<file path="src/rtl/axis_defs.sv">
// Shared definitions for the AXI-Stream slave FIFO: receive FSM encoding and default widths.
package axis_defs;

  typedef enum logic {
    ST_IDLE = 1'b0,
    ST_RECV = 1'b1
  } rx_state_e;

  localparam int unsigned DEFAULT_DATA_WIDTH = 32;

endpackage

</file>
<file path="src/rtl/sync_fifo.sv">
// Single-clock FIFO with first-word-fall-through read port; full/empty decoded from the level counter.
module sync_fifo #(
  parameter int unsigned WIDTH = 33,
  parameter int unsigned DEPTH = 8
) (
  input  logic                         aclk,
  input  logic                         areset,
  input  logic                         wr_en,
  input  logic [WIDTH-1:0]             wr_data,
  input  logic                         rd_en,
  output logic [WIDTH-1:0]             rd_data,
  output logic [$clog2(DEPTH+1)-1:0]   level,
  output logic                         full,
  output logic                         empty
);

  localparam int unsigned AW = $clog2(DEPTH);
  localparam int unsigned LW = $clog2(DEPTH + 1);

  logic [WIDTH-1:0] mem [DEPTH];
  logic [AW-1:0]    wr_ptr;
  logic [AW-1:0]    rd_ptr;
  logic             do_wr;
  logic             do_rd;

  assign full  = (level == LW'(DEPTH));
  assign empty = (level == '0);
  assign do_wr = wr_en && !full;
  assign do_rd = rd_en && !empty;

  // Head entry is read straight from the array so a popped slot is replaced in the same cycle.
  assign rd_data = mem[rd_ptr];

  always_ff @(posedge aclk or posedge areset) begin
    if (areset) begin
      for (int i = 0; i < int'(DEPTH); i++) begin
        mem[i] <= '0;
      end
    end else if (do_wr) begin
      mem[wr_ptr] <= wr_data;
    end
  end

  always_ff @(posedge aclk or posedge areset) begin
    if (areset) begin
      wr_ptr <= '0;
      rd_ptr <= '0;
      level  <= '0;
    end else begin
      if (do_wr) wr_ptr <= wr_ptr + AW'(1);
      if (do_rd) rd_ptr <= rd_ptr + AW'(1);
      case ({do_wr, do_rd})
        2'b10:   level <= level + LW'(1);
        2'b01:   level <= level - LW'(1);
        default: level <= level;
      endcase
    end
  end

endmodule

</file>
<file path="src/rtl/axis_s_fifo.sv">
// AXI-Stream slave buffering beats plus tlast into a FWFT FIFO, with packet framing and error tracking.
module axis_s_fifo
  import axis_defs::*;
#(
  parameter int unsigned DATA_WIDTH  = DEFAULT_DATA_WIDTH,
  parameter int unsigned DEPTH       = 8,
  parameter int unsigned MAX_PKT_LEN = 16
) (
  input  logic                        aclk,
  input  logic                        areset,
  input  logic                        tvalid,
  output logic                        tready,
  input  logic [DATA_WIDTH-1:0]       tdata,
  input  logic                        tlast,
  input  logic                        rd_en,
  output logic [DATA_WIDTH-1:0]       rd_data,
  output logic                        rd_last,
  output logic                        empty,
  output logic [$clog2(DEPTH+1)-1:0]  level,
  output logic [$clog2(DEPTH+1)-1:0]  pkt_count,
  output logic                        busy,
  output logic                        pkt_len_err,
  output logic                        underflow
);

  localparam int unsigned LW = $clog2(DEPTH + 1);
  localparam int unsigned CW = $clog2(MAX_PKT_LEN + 2);

  rx_state_e       state;
  rx_state_e       state_nxt;
  logic [CW-1:0]   beat_cnt;
  logic [CW-1:0]   beat_cnt_nxt;
  logic            len_err_set;
  logic            out_en;
  logic            full;
  logic            push;
  logic            pop;
  logic [DATA_WIDTH:0] rd_word;

  // Holds tready low through reset and releases it on the first edge afterwards.
  always_ff @(posedge aclk or posedge areset) begin
    if (areset) out_en <= 1'b0;
    else        out_en <= 1'b1;
  end

  assign tready  = out_en && !full;
  assign push    = tvalid && tready;
  assign pop     = rd_en && !empty;
  assign rd_data = rd_word[DATA_WIDTH-1:0];
  assign rd_last = rd_word[DATA_WIDTH];
  assign busy    = (state == ST_RECV);

  sync_fifo #(
    .WIDTH (DATA_WIDTH + 1),
    .DEPTH (DEPTH)
  ) u_fifo (
    .aclk    (aclk),
    .areset  (areset),
    .wr_en   (push),
    .wr_data ({tlast, tdata}),
    .rd_en   (rd_en),
    .rd_data (rd_word),
    .level   (level),
    .full    (full),
    .empty   (empty)
  );

  always_ff @(posedge aclk or posedge areset) begin
    if (areset) begin
      state    <= ST_IDLE;
      beat_cnt <= '0;
    end else begin
      state    <= state_nxt;
      beat_cnt <= beat_cnt_nxt;
    end
  end

  // Receive framing: beat counter saturates one past the legal maximum.
  always_comb begin
    state_nxt    = state;
    beat_cnt_nxt = beat_cnt;
    len_err_set  = 1'b0;
    if (push) begin
      case (state)
        ST_IDLE: begin
          if (!tlast) begin
            state_nxt    = ST_RECV;
            beat_cnt_nxt = CW'(1);
          end else begin
            beat_cnt_nxt = '0;
          end
        end
        ST_RECV: begin
          len_err_set = (beat_cnt >= CW'(MAX_PKT_LEN));
          if (tlast) begin
            state_nxt    = ST_IDLE;
            beat_cnt_nxt = '0;
          end else if (beat_cnt != CW'(MAX_PKT_LEN + 1)) begin
            beat_cnt_nxt = beat_cnt + CW'(1);
          end
        end
        default: state_nxt = ST_IDLE;
      endcase
    end
  end

  always_ff @(posedge aclk or posedge areset) begin
    if (areset) begin
      pkt_count   <= '0;
      pkt_len_err <= 1'b0;
      underflow   <= 1'b0;
    end else begin
      case ({push && tlast, pop && rd_last})
        2'b10:   pkt_count <= pkt_count + LW'(1);
        2'b01:   pkt_count <= pkt_count - LW'(1);
        default: pkt_count <= pkt_count;
      endcase
      if (len_err_set)      pkt_len_err <= 1'b1;
      if (rd_en && empty)   underflow   <= 1'b1;
    end
  end

endmodule

</file>
<file path="config.mk">
export PLATFORM = sky130hd
export DESIGN_NAME = axis_s_fifo
export DESIGN_NICKNAME = d
export VERILOG_FILES = /design/src/rtl/axis_defs.sv /design/src/rtl/sync_fifo.sv /design/src/rtl/axis_s_fifo.sv
export SDC_FILE = /design/constraint.sdc
export NUM_CORES = 1
export LEC_CHECK = 0
export CAP_MARGIN = 10
export CELL_PAD_IN_SITES_DETAIL_PLACEMENT = 1
export CELL_PAD_IN_SITES_GLOBAL_PLACEMENT = 1
export CORE_ASPECT_RATIO = 0.75
export CORE_MARGIN = 8
export CORE_UTILIZATION = 35
export CTS_CLUSTER_SIZE = 40
export DETAILED_ROUTE_END_ITERATION = 10
export PLACE_DENSITY_LB_ADDON = 0.25
export SYNTH_ARGS = -nofsm -noshare
export SYNTH_HDL_FRONTEND = slang
export SYNTH_HIERARCHICAL = 1
export SYNTH_SLANG_ARGS = --single-unit
</file>
<file path="constraint.sdc">
create_clock -name aclk -period 11.8 [get_ports aclk]
set_input_delay 2.36 -clock aclk [delete_from_list [all_inputs] [get_ports aclk]]
set_output_delay 2.36 -clock aclk [all_outputs]
set_load 0.005 [all_outputs]
</file>
==> impl_metrics.tcl, run 1 <==
set metrics [dict create \
    synth_nets 855 \
    vias 7250 \
    irDropWorstVdd_mv 0.124 \
    relSlewSlack_pct 35.7 \
    setup_tns_ps 0 \
    worstMarginPinSlew_ps 965 \
    synth_enable_flop_cells 0 \
    powerDensity_mw_per_mm2 286 \
    viasPerCell 5.07 \
    grt_max_degree 155 \
    synth-simple-area-share_pct 2.74 \
    p_int_w 0.00327 \
    clock-sinks 287 \
    antenna_found_initial 0 \
    fillCellCount 3896 \
    cts_tree "yes" \
    clk_latency_ps 570 \
    die_area_mm2 0.0459 \
    path_max_fanout 47 \
    clockPowerShare_pct 21.5 \
    placed_cell_area_mm2 0.0149 \
    synthArstFlopShare_pct 100 \
    netlist_area_mm2 0.0137 \
    nNetsFinal 935 \
    seqPwrFrac_pct 38.8 \
    drive_gt1_share_pct 49.1 \
    rrSetupSlack_ps 7880 \
    root_buffer "clkbuf_16" \
    wl_um 31000 \
    skew_ps 21.9 \
    gp_congestion 0.694 \
    hold_path_class "flip-flop to flip-flop" \
    max_freq_mhz 171 \
    area_growth_syn_to_layout_pct 16.3 \
    ctsHoldBuffers 0 \
    cp-start-kind "flip-flop" \
    syn_avg_cell_area_um2 17.0 \
    r2r-end "pkt_count[2]" \
    cp_data_arrival_time_ps 3490 \
    cts_htree_levels 1 \
    overflow 0 \
    r2r_start "u_fifo/rd_ptr[0]" \
    final_area_mm2 0.0160 \
    netlist-cell-type-count 49 \
    start_util_pct 35.2 \
    rsz0062_at_grt "no" \
    hold_slack_ps 461 \
    worstSetupEndpointType "output port" \
    dp_hpwl_um 17800 \
    post_cts_resized 0 \
    hold_violations 0 \
    coreArea_mm2 0.0391 \
    synth_warnings 6 \
    layout_common_cells "dfrtp_1, mux2_2, mux2_4, clkdlybuf4s50_1, mux4_2" \
    synth_top_family_by_area "multiplexers" \
    grt_pass1_vias 8243 \
    synthCells 807 \
    post_cts_buffers 0 \
    ys_seq_area_share_pct 52.2 \
    min_period_over_period_pct 49.6 \
    drc 0 \
    fin_crit_ps 5850 \
    die_height_um 188 \
    synthAdderAreaFrac_pct 1.06 \
    required_ps 9440 \
    crit_type "flip-flop to output port" \
    final_common_cell "dfrtp_1" \
    grt_pass1_wl_um 50900 \
    clk_pin_slew_ps 60 \
    p_switching_w 0.00131 \
    drv_cap 0 \
    cts_buffers 30 \
    ys_seq_elements 287 \
    die_w_um 245 \
    io_pins 83 \
    synth_compound_area_share_pct 1.22 \
    worstHoldPathCells 1 \
    drt-initial-drc-count 435 \
    hold-path-endpoint "underflow" \
    synthFlopType "dfrtp_1" \
    track_usage_pct 13.8 \
    slew_violations 0 \
    row_count 63 \
    netSwitchingFraction_pct 28.7 \
    combinationalPowerShare_pct 39.8 \
    place.port_buffers 82 \
    synthMuxAreaShare_pct 38.8 \
    antenna_cells 0 \
    synth_xor_area_share_pct 0.701 \
    worstHoldStart "underflow" \
    ant_nets 0 \
    wire_per_inst_um 21.6 \
    leakage_nw 6.88 \
    finalSetupViolations 0 \
    firstDrtPassIters 4 \
    status "complete, no violations" \
    cts_buffer_depth 3 \
    rr_worst_depth 12 \
]
cell usage after synthesis (2+ instances only):
library cell  instances  area [µm²]
dfrtp_1             287        7180
mux2_2              180        2030
mux2_4              120        1800
mux4_2               66        1490
buf_6                19         214
nand2_1              17        63.8
ha_1                 10         125
inv_1                 9        33.8
buf_2                 8        40.0
clkbuf_1              7        26.3
o21ai_0               7        35.0
a21oi_1               6        30.0
xnor2_1               6        52.6
nand3_1               5        25.0
xor2_1                5        43.8
buf_1                 4        15.0
buf_4                 4        30.0
nor2_1                4        15.0
buf_12                3        60.1
nor3b_1               3        22.5
a21o_1                2        15.0
and4bb_2              2        25.0
clkbuf_2              2        10.0
mux2i_1               2        20.0
nand4b_2              2        30.0
nor2b_1               2        12.5
nor3_1                2        10.0
nor4b_4               2        47.6
critical path, cell delays in order (launching register included):
cell             delay, ps
dfrtp_4                690
buf_4                  830
mux4_2                 610
mux2_2                 320
clkdlybuf4s50_1        460
cells by family after synthesis:
group	count (synthesis)
mux	368
buf+inv	57
other cells	1
xor+xnor	11
compound gates	23
fa+ha+maj	11
simple gates	49
flops	287
how the worst max path moves through the flow:
stage                                 from         endpoint  slack, ps  cells after the start
final                     u_fifo/rd_ptr[0]       rd_data[9]       5950                      4
after global routing      u_fifo/rd_ptr[0]       rd_data[9]       5730                      4
after CTS                 u_fifo/rd_ptr[0]          rd_last       5830                      4
after detailed placement  u_fifo/rd_ptr[0]          rd_last       6430                      4
after global placement    u_fifo/rd_ptr[0]          rd_last       6490                      4
after floorplan                     areset  u_fifo/level[0]       1890                      1
per-stage QoR:
stage | instances | util (%) | total power [W] | setup WS [ps]
finish | 1431 | 40.9 | 0.00458 | 5950
detailed placement | 1375 | 38.2 | 0.00364 | 6430
floorplan | 807 | - | 0.00299 | 1890
global placement | 1375 | 38.2 | 0.00360 | 6490
global route | 1431 | 40.9 | 0.00488 | 5730
CTS | 1431 | 40.9 | 0.00466 | 5830
layer usage:
| layer | GRT usage, % | part of all wire [%] | vias up |
|---|---|---|---|
| met2 | 20.6 | 44 | 98 |
| li1 | - | - | 3180 |
| met1 | 20.9 | 50 | 3938 |
| met5 | 0 | 0 | - |
| met3 | 2.56 | 3.5 | 34 |
| met4 | 2.49 | 1.6 | 0 |
power groups by stage:
stage	clock [W]	combinational (W)	sequential (W)
2_1_floorplan	0	0.00137	0.00162
3_3_place_gp	0	0.00182	0.00179
5_1_grt	0.00106	0.00198	0.00184
6_report	0.000984	0.00182	0.00177
3_5_place_dp	0	0.00185	0.00179
4_1_cts	0.00102	0.00186	0.00178
flip-flops by register name, summed over array words and instances, names as in the netlist:
| name | flops |
|---|---|
| pkt_len_err | 1 |
| u_fifo/rd_ptr | 3 |
| beat_cnt | 5 |
| u_fifo/level | 4 |
| pkt_count | 4 |
| busy | 1 |
| out_en | 1 |
| u_fifo/mem | 264 |
| u_fifo/wr_ptr | 3 |
| underflow | 1 |
area by class of cell:
type,count,area (µm²),area share [%]
clock buffers,50,957,5.99
flip-flops and latches,287,7190,45.0
clock inverters,6,82.6,0.516
inverters,10,52.6,0.329
repair buffers,95,931,5.82
multi-input cells,463,6120,38.3
well taps,520,651,4.07
Power figures use the tool's default switching activity.
==> run 2: changes to the inputs <==
- clock period: 11.8 -> 5.3 ns (I/O delays scaled with it)
==> run 2 against run 1 <==
Effect of this change:
- setup slack lost 4900 ps
- final area grew 0.62%
- total power grew 130%
- sequential power grew 130%
- clock power grew 130%
- combinational power grew 120%
- hold slack gained 11 ps
- non-clock buffer count grew 4
- largest cell class unchanged
==> impl_metrics.tcl, run 2 (same netlist as run 1, synthesis figures left out) <==
set metrics [dict create \
    status "complete, no violations" \
    drt-initial-drc-count 438 \
    reg_top3 "u_fifo/mem (264), beat_cnt (5)" \
    die_height_um 188 \
    path_max_fanout 38 \
    clk_pin_slew_ps 60 \
    vias 7254 \
    wl_um 30800 \
    final_common_cell "dfrtp_1" \
    antenna_found_initial 0 \
    die_area_mm2 0.0459 \
    root_buffer "clkbuf_16" \
    top_register "u_fifo/mem" \
    fin_crit_ps 4220 \
    drive_gt1_share_pct 49.8 \
    area_growth_syn_to_layout_pct 17.0 \
    grt_pass1_wl_um 50300 \
    overflow 0 \
    cts_tree "yes" \
    cts_buffer_depth 3 \
    grt_max_degree 176 \
    dpl.cell_count 1379 \
    seqPwrFrac_pct 39.4 \
    hold_path_class "flip-flop to flip-flop" \
    nNetsFinal 940 \
    p_switching_w 0.00299 \
    p_int_w 0.00734 \
    drc 0 \
    layout_common_cells "dfrtp_1, mux2_2, mux2_4, clkdlybuf4s50_1, mux4_2" \
    track_usage_pct 13.6 \
    row_count 63 \
    min_period_over_period_pct 79.7 \
    dp_hpwl_um 18600 \
    viasPerCell 5.05 \
    start_util_pct 35.2 \
    coreArea_mm2 0.0391 \
    wire_per_inst_um 21.5 \
    clockPowerShare_pct 22.1 \
    ctsHoldBuffers 0 \
    post_cts_buffers 0 \
    firstDrtPassIters 4 \
    cp_data_arrival_time_ps 3160 \
    netSwitchingFraction_pct 29.0 \
    worstMarginPinSlew_ps 1070 \
    io_pins 83 \
    gp_congestion 0.688 \
    clock-sinks 287 \
    required_ps 4240 \
    rsz0062_at_grt "no" \
    cts_htree_levels 1 \
    instances_no_fill 1436 \
    drv_cap 0 \
    irDropWorstVdd_mv 0.272 \
    hold_violations 0 \
    finalSetupViolations 0 \
    relSlewSlack_pct 28.4 \
    antenna_cells 0 \
    grt_pass1_vias 8065 \
    combinationalPowerShare_pct 38.5 \
    ant_nets 0 \
    leakage_nw 6.92 \
    max_freq_mhz 237 \
    slew_violations 0 \
    setup_tns_ps 0 \
    largest_reg_flops 264 \
    post_cts_resized 0 \
    cts_buffers 31 \
    skew_ps 8.39 \
    die_w_um 245 \
    crit_type "flip-flop to output port" \
    powerDensity_mw_per_mm2 642 \
    cp-start-kind "flip-flop" \
    worstSetupEndpointType "output port" \
    clk_latency_ps 560 \
    place.port_buffers 82 \
]
==> run 2: cell count changes in the layout (fill, tap and decap cells not counted), sizes merged <==
cell,delta
buf,+4
bufinv,+2
clkbuf,-8
clkinv,+6
clkinvlp,+2
inv,-1
==> run 2: worst paths after layout <==
path / end / cells after the start / from / slack (ps)
max: rd_data[30] / 4 / u_fifo/rd_ptr[0] / 1080
min: underflow / 1 / underflow / 470
max reg2reg: u_fifo/level[3] / 10 / u_fifo/level[0] / 1510
min reg2reg: underflow / 1 / underflow / 470
max in group asynchronous: u_fifo/mem[113] / 3 / areset / 3260
min in group asynchronous: busy / 2 / areset / 970
==> run 2: critical path, stage by stage (launching register included) <==
cell and delay (ps):
dfrtp_4 950, buf_12 300, mux4_2 580, mux2_2 300, clkdlybuf4s50_1 450
==> run 2: final cells by class <==
cell class / count / area (µm²)
fill: 3906 / 23000
sequential: 287 / 7190
multi-input combinational: 463 / 6120
timing repair buffer: 99 / 998
clock buffer: 42 / 887
tap: 520 / 651
clock inverter: 15 / 188
inverter: 10 / 48.8
==> run 2: stage by stage <==
stage	hold slack (ps)	setup WS, ps	utilization [%]	cell area (µm²)	total power [W]
global route	494	880	41.1	16100	0.0110
detailed placement	460	1270	38.4	15000	0.00815
global placement	441	1400	38.4	15000	0.00806
floorplan	451	617	-	13800	0.00666
finish	472	1080	41.1	16100	0.0103
CTS	479	949	41.1	16100	0.0105
==> run 2: layer usage <==
layer	global-route usage (%)	wire, µm
met4	2.45	481
met2	19.7	13300
met5	0	0
met3	2.77	1120
met1	20.8	15900
==> run 2: power groups by stage <==
stage	sequential, W	clock [W]	combinational [W]
after floorplan	0.00361	0	0.00305
after global placement	0.00408	0	0.00397
after detailed placement	0.00410	0	0.00405
after CTS	0.00409	0.00236	0.00407
after global routing	0.00424	0.00244	0.00432
final	0.00407	0.00228	0.00398
==> run 3: changes to the inputs <==
- clock period: 5.3 -> 4 ns (I/O delays scaled with it)
==> run 3 against run 2 <==
Effect of this change:
- setup slack lost 810 ps
- combinational power is 38% higher
- largest power group is now combinational cells
- sequential power up 29%
- final area is 0.48% higher
- critical path depth is the same
- die area stayed put
- clock power increased by 25%
- clock skew grew 2.6 ps
- register-to-register slack worse by 1100 ps
- critical endpoint is now rd_data[13]
- flip-flop and latch count unchanged
==> impl_metrics.tcl, run 3 (same netlist as run 1, synthesis figures left out) <==
set metrics [dict create \
    status "complete, no violations" \
    worstHoldStart "underflow" \
    skew_ps 11.0 \
    rrSetupSlack_ps 440 \
    crit_type "flip-flop to output port" \
    rsz0062_at_grt "no" \
    dp_hpwl_um 18200 \
    utilization_pct 41.3 \
    track_usage_pct 14.0 \
    drive_gt1_share_pct 49.6 \
    fin_crit_ps 3730 \
    start_util_pct 35.2 \
    hold-path-endpoint "underflow" \
    io_pins 83 \
    grt_max_degree 138 \
    seq_area_mm2 0.00719 \
    worstHoldPathCells 1 \
    clock-sinks 287 \
    worstMarginPinSlew_ps 831 \
    antenna_found_initial 0 \
    instances_no_fill 1441 \
    die_w_um 245 \
    post_cts_resized 0 \
    relSlewSlack_pct 44.6 \
    reg_top3 "u_fifo/mem (264), beat_cnt (5)" \
    min_period_over_period_pct 93.2 \
    ant_nets 0 \
    hold_path_class "flip-flop to flip-flop" \
    cts_buffer_depth 3 \
    cts_tree "yes" \
    ctsHoldBuffers 0 \
    largest_reg_flops 264 \
    multi_input_area_mm2 0.00612 \
    viasPerCell 5.03 \
    r2r-end "u_fifo/level[3]" \
    slew_violations 0 \
    hold_violations 0 \
    wire_per_inst_um 21.6 \
    drc 0 \
    area_growth_syn_to_layout_pct 17.6 \
    die_area_mm2 0.0459 \
    cts_buffers 30 \
    irDropWorstVdd_mv 0.391 \
    rr_worst_depth 10 \
    post_cts_buffers 0 \
    final_common_cell "dfrtp_1" \
    finalSetupViolations 0 \
    cp_data_arrival_time_ps 2930 \
    grt_pass1_vias 8384 \
    die_height_um 188 \
    top_register "u_fifo/mem" \
    cp-start-kind "flip-flop" \
    required_ps 3200 \
    root_buffer "clkbuf_16" \
    clk_latency_ps 560 \
    max_freq_mhz 268 \
    worstSetupEndpointType "output port" \
    r2r_start "u_fifo/level[0]" \
    setup_tns_ps 0 \
    drt-initial-drc-count 338 \
    leakage_nw 6.95 \
    firstDrtPassIters 4 \
    powerDensity_mw_per_mm2 840 \
    drv_cap 0 \
    cts_htree_levels 1 \
    row_count 63 \
    wl_um 31100 \
    overflow 0 \
    grt_pass1_wl_um 51300 \
    place.port_buffers 82 \
    clk_pin_slew_ps 60 \
    layout_common_cells "dfrtp_1, mux2_2, mux2_4, clkdlybuf4s50_1, mux4_2" \
    fillCellCount 3877 \
    dpl.cell_count 1385 \
    vias 7242 \
    nNetsFinal 945 \
    coreArea_mm2 0.0391 \
    path_max_fanout 22 \
    gp_congestion 0.706 \
]
[run 3: cell count changes in the layout (fill, tap and decap cells not counted)]
cell | previous run | this run
clkinv_4 | 2 | 0
clkinv_2 | 7 | 4
clkbuf_1 | 4 | 8
bufinv_16 | 4 | 2
buf_12 | 4 | 11
clkbuf_8 | 7 | 9
diode_2 | 0 | 1
clkinvlp_4 | 3 | 2
buf_4 | 13 | 12
[run 3: worst max-delay path by stage]
stage | startpoint | to | slack [ps] | depth (start not counted)
floorplan | areset | u_fifo/level[0] | -420 | 1
detailed placement | u_fifo/level[0] | u_fifo/level[3] | 450 | 10
finish | u_fifo/rd_ptr[0] | rd_data[13] | 270 | 4
global placement | u_fifo/level[0] | u_fifo/level[3] | 480 | 10
global route | u_fifo/rd_ptr[0] | rd_data[11] | 120 | 4
CTS | u_fifo/rd_ptr[0] | rd_data[7] | 190 | 4
[run 3: metal layers]
| layer | wire, µm | track usage [%] | up-vias |
|---|---|---|---|
| met5 | 0 | 0 | - |
| met4 | 464 | 2.54 | 0 |
| met3 | 1170 | 2.90 | 41 |
| met2 | 14000 | 21.4 | 99 |
| met1 | 15500 | 20.5 | 3900 |
| li1 | - | - | 3202 |
[run 3: cell type report]
cell class                      count  area share, %
Tap cell                          520           4.02
Clock buffer                       48           5.75
Inverter                           10          0.302
Timing Repair Buffer              105           7.00
Sequential cell                   287           44.5
Antenna cell                        1         0.0155
Multi-Input combinational cell    463           37.9
Clock inverter                      7          0.542
[run 3: power by group]
part	switching (W)	total, W	internal, W
combinational	0.00177	0.00549	0.00372
sequential	0.000967	0.00523	0.00426
clock	0.00115	0.00286	0.00171
total	0.00389	0.0136	0.00970
[run 3: worst max-delay path: stages, from the launching register on]
cell	delay [ps]
dfrtp_4	720
buf_12	270
mux4_2	540
mux2_2	330
clkdlybuf4s50_1	480
[run 3: stage by stage]
stage	cell area [µm²]	total power, W	worst slack, ps	hold slack, ps
floorplan	13800	0.00882	-423	451
global placement	15100	0.0108	476	446
detailed placement	15100	0.0109	447	447
CTS	16200	0.0138	191	465
global route	16200	0.0145	121	488
finish	16200	0.0136	273	459
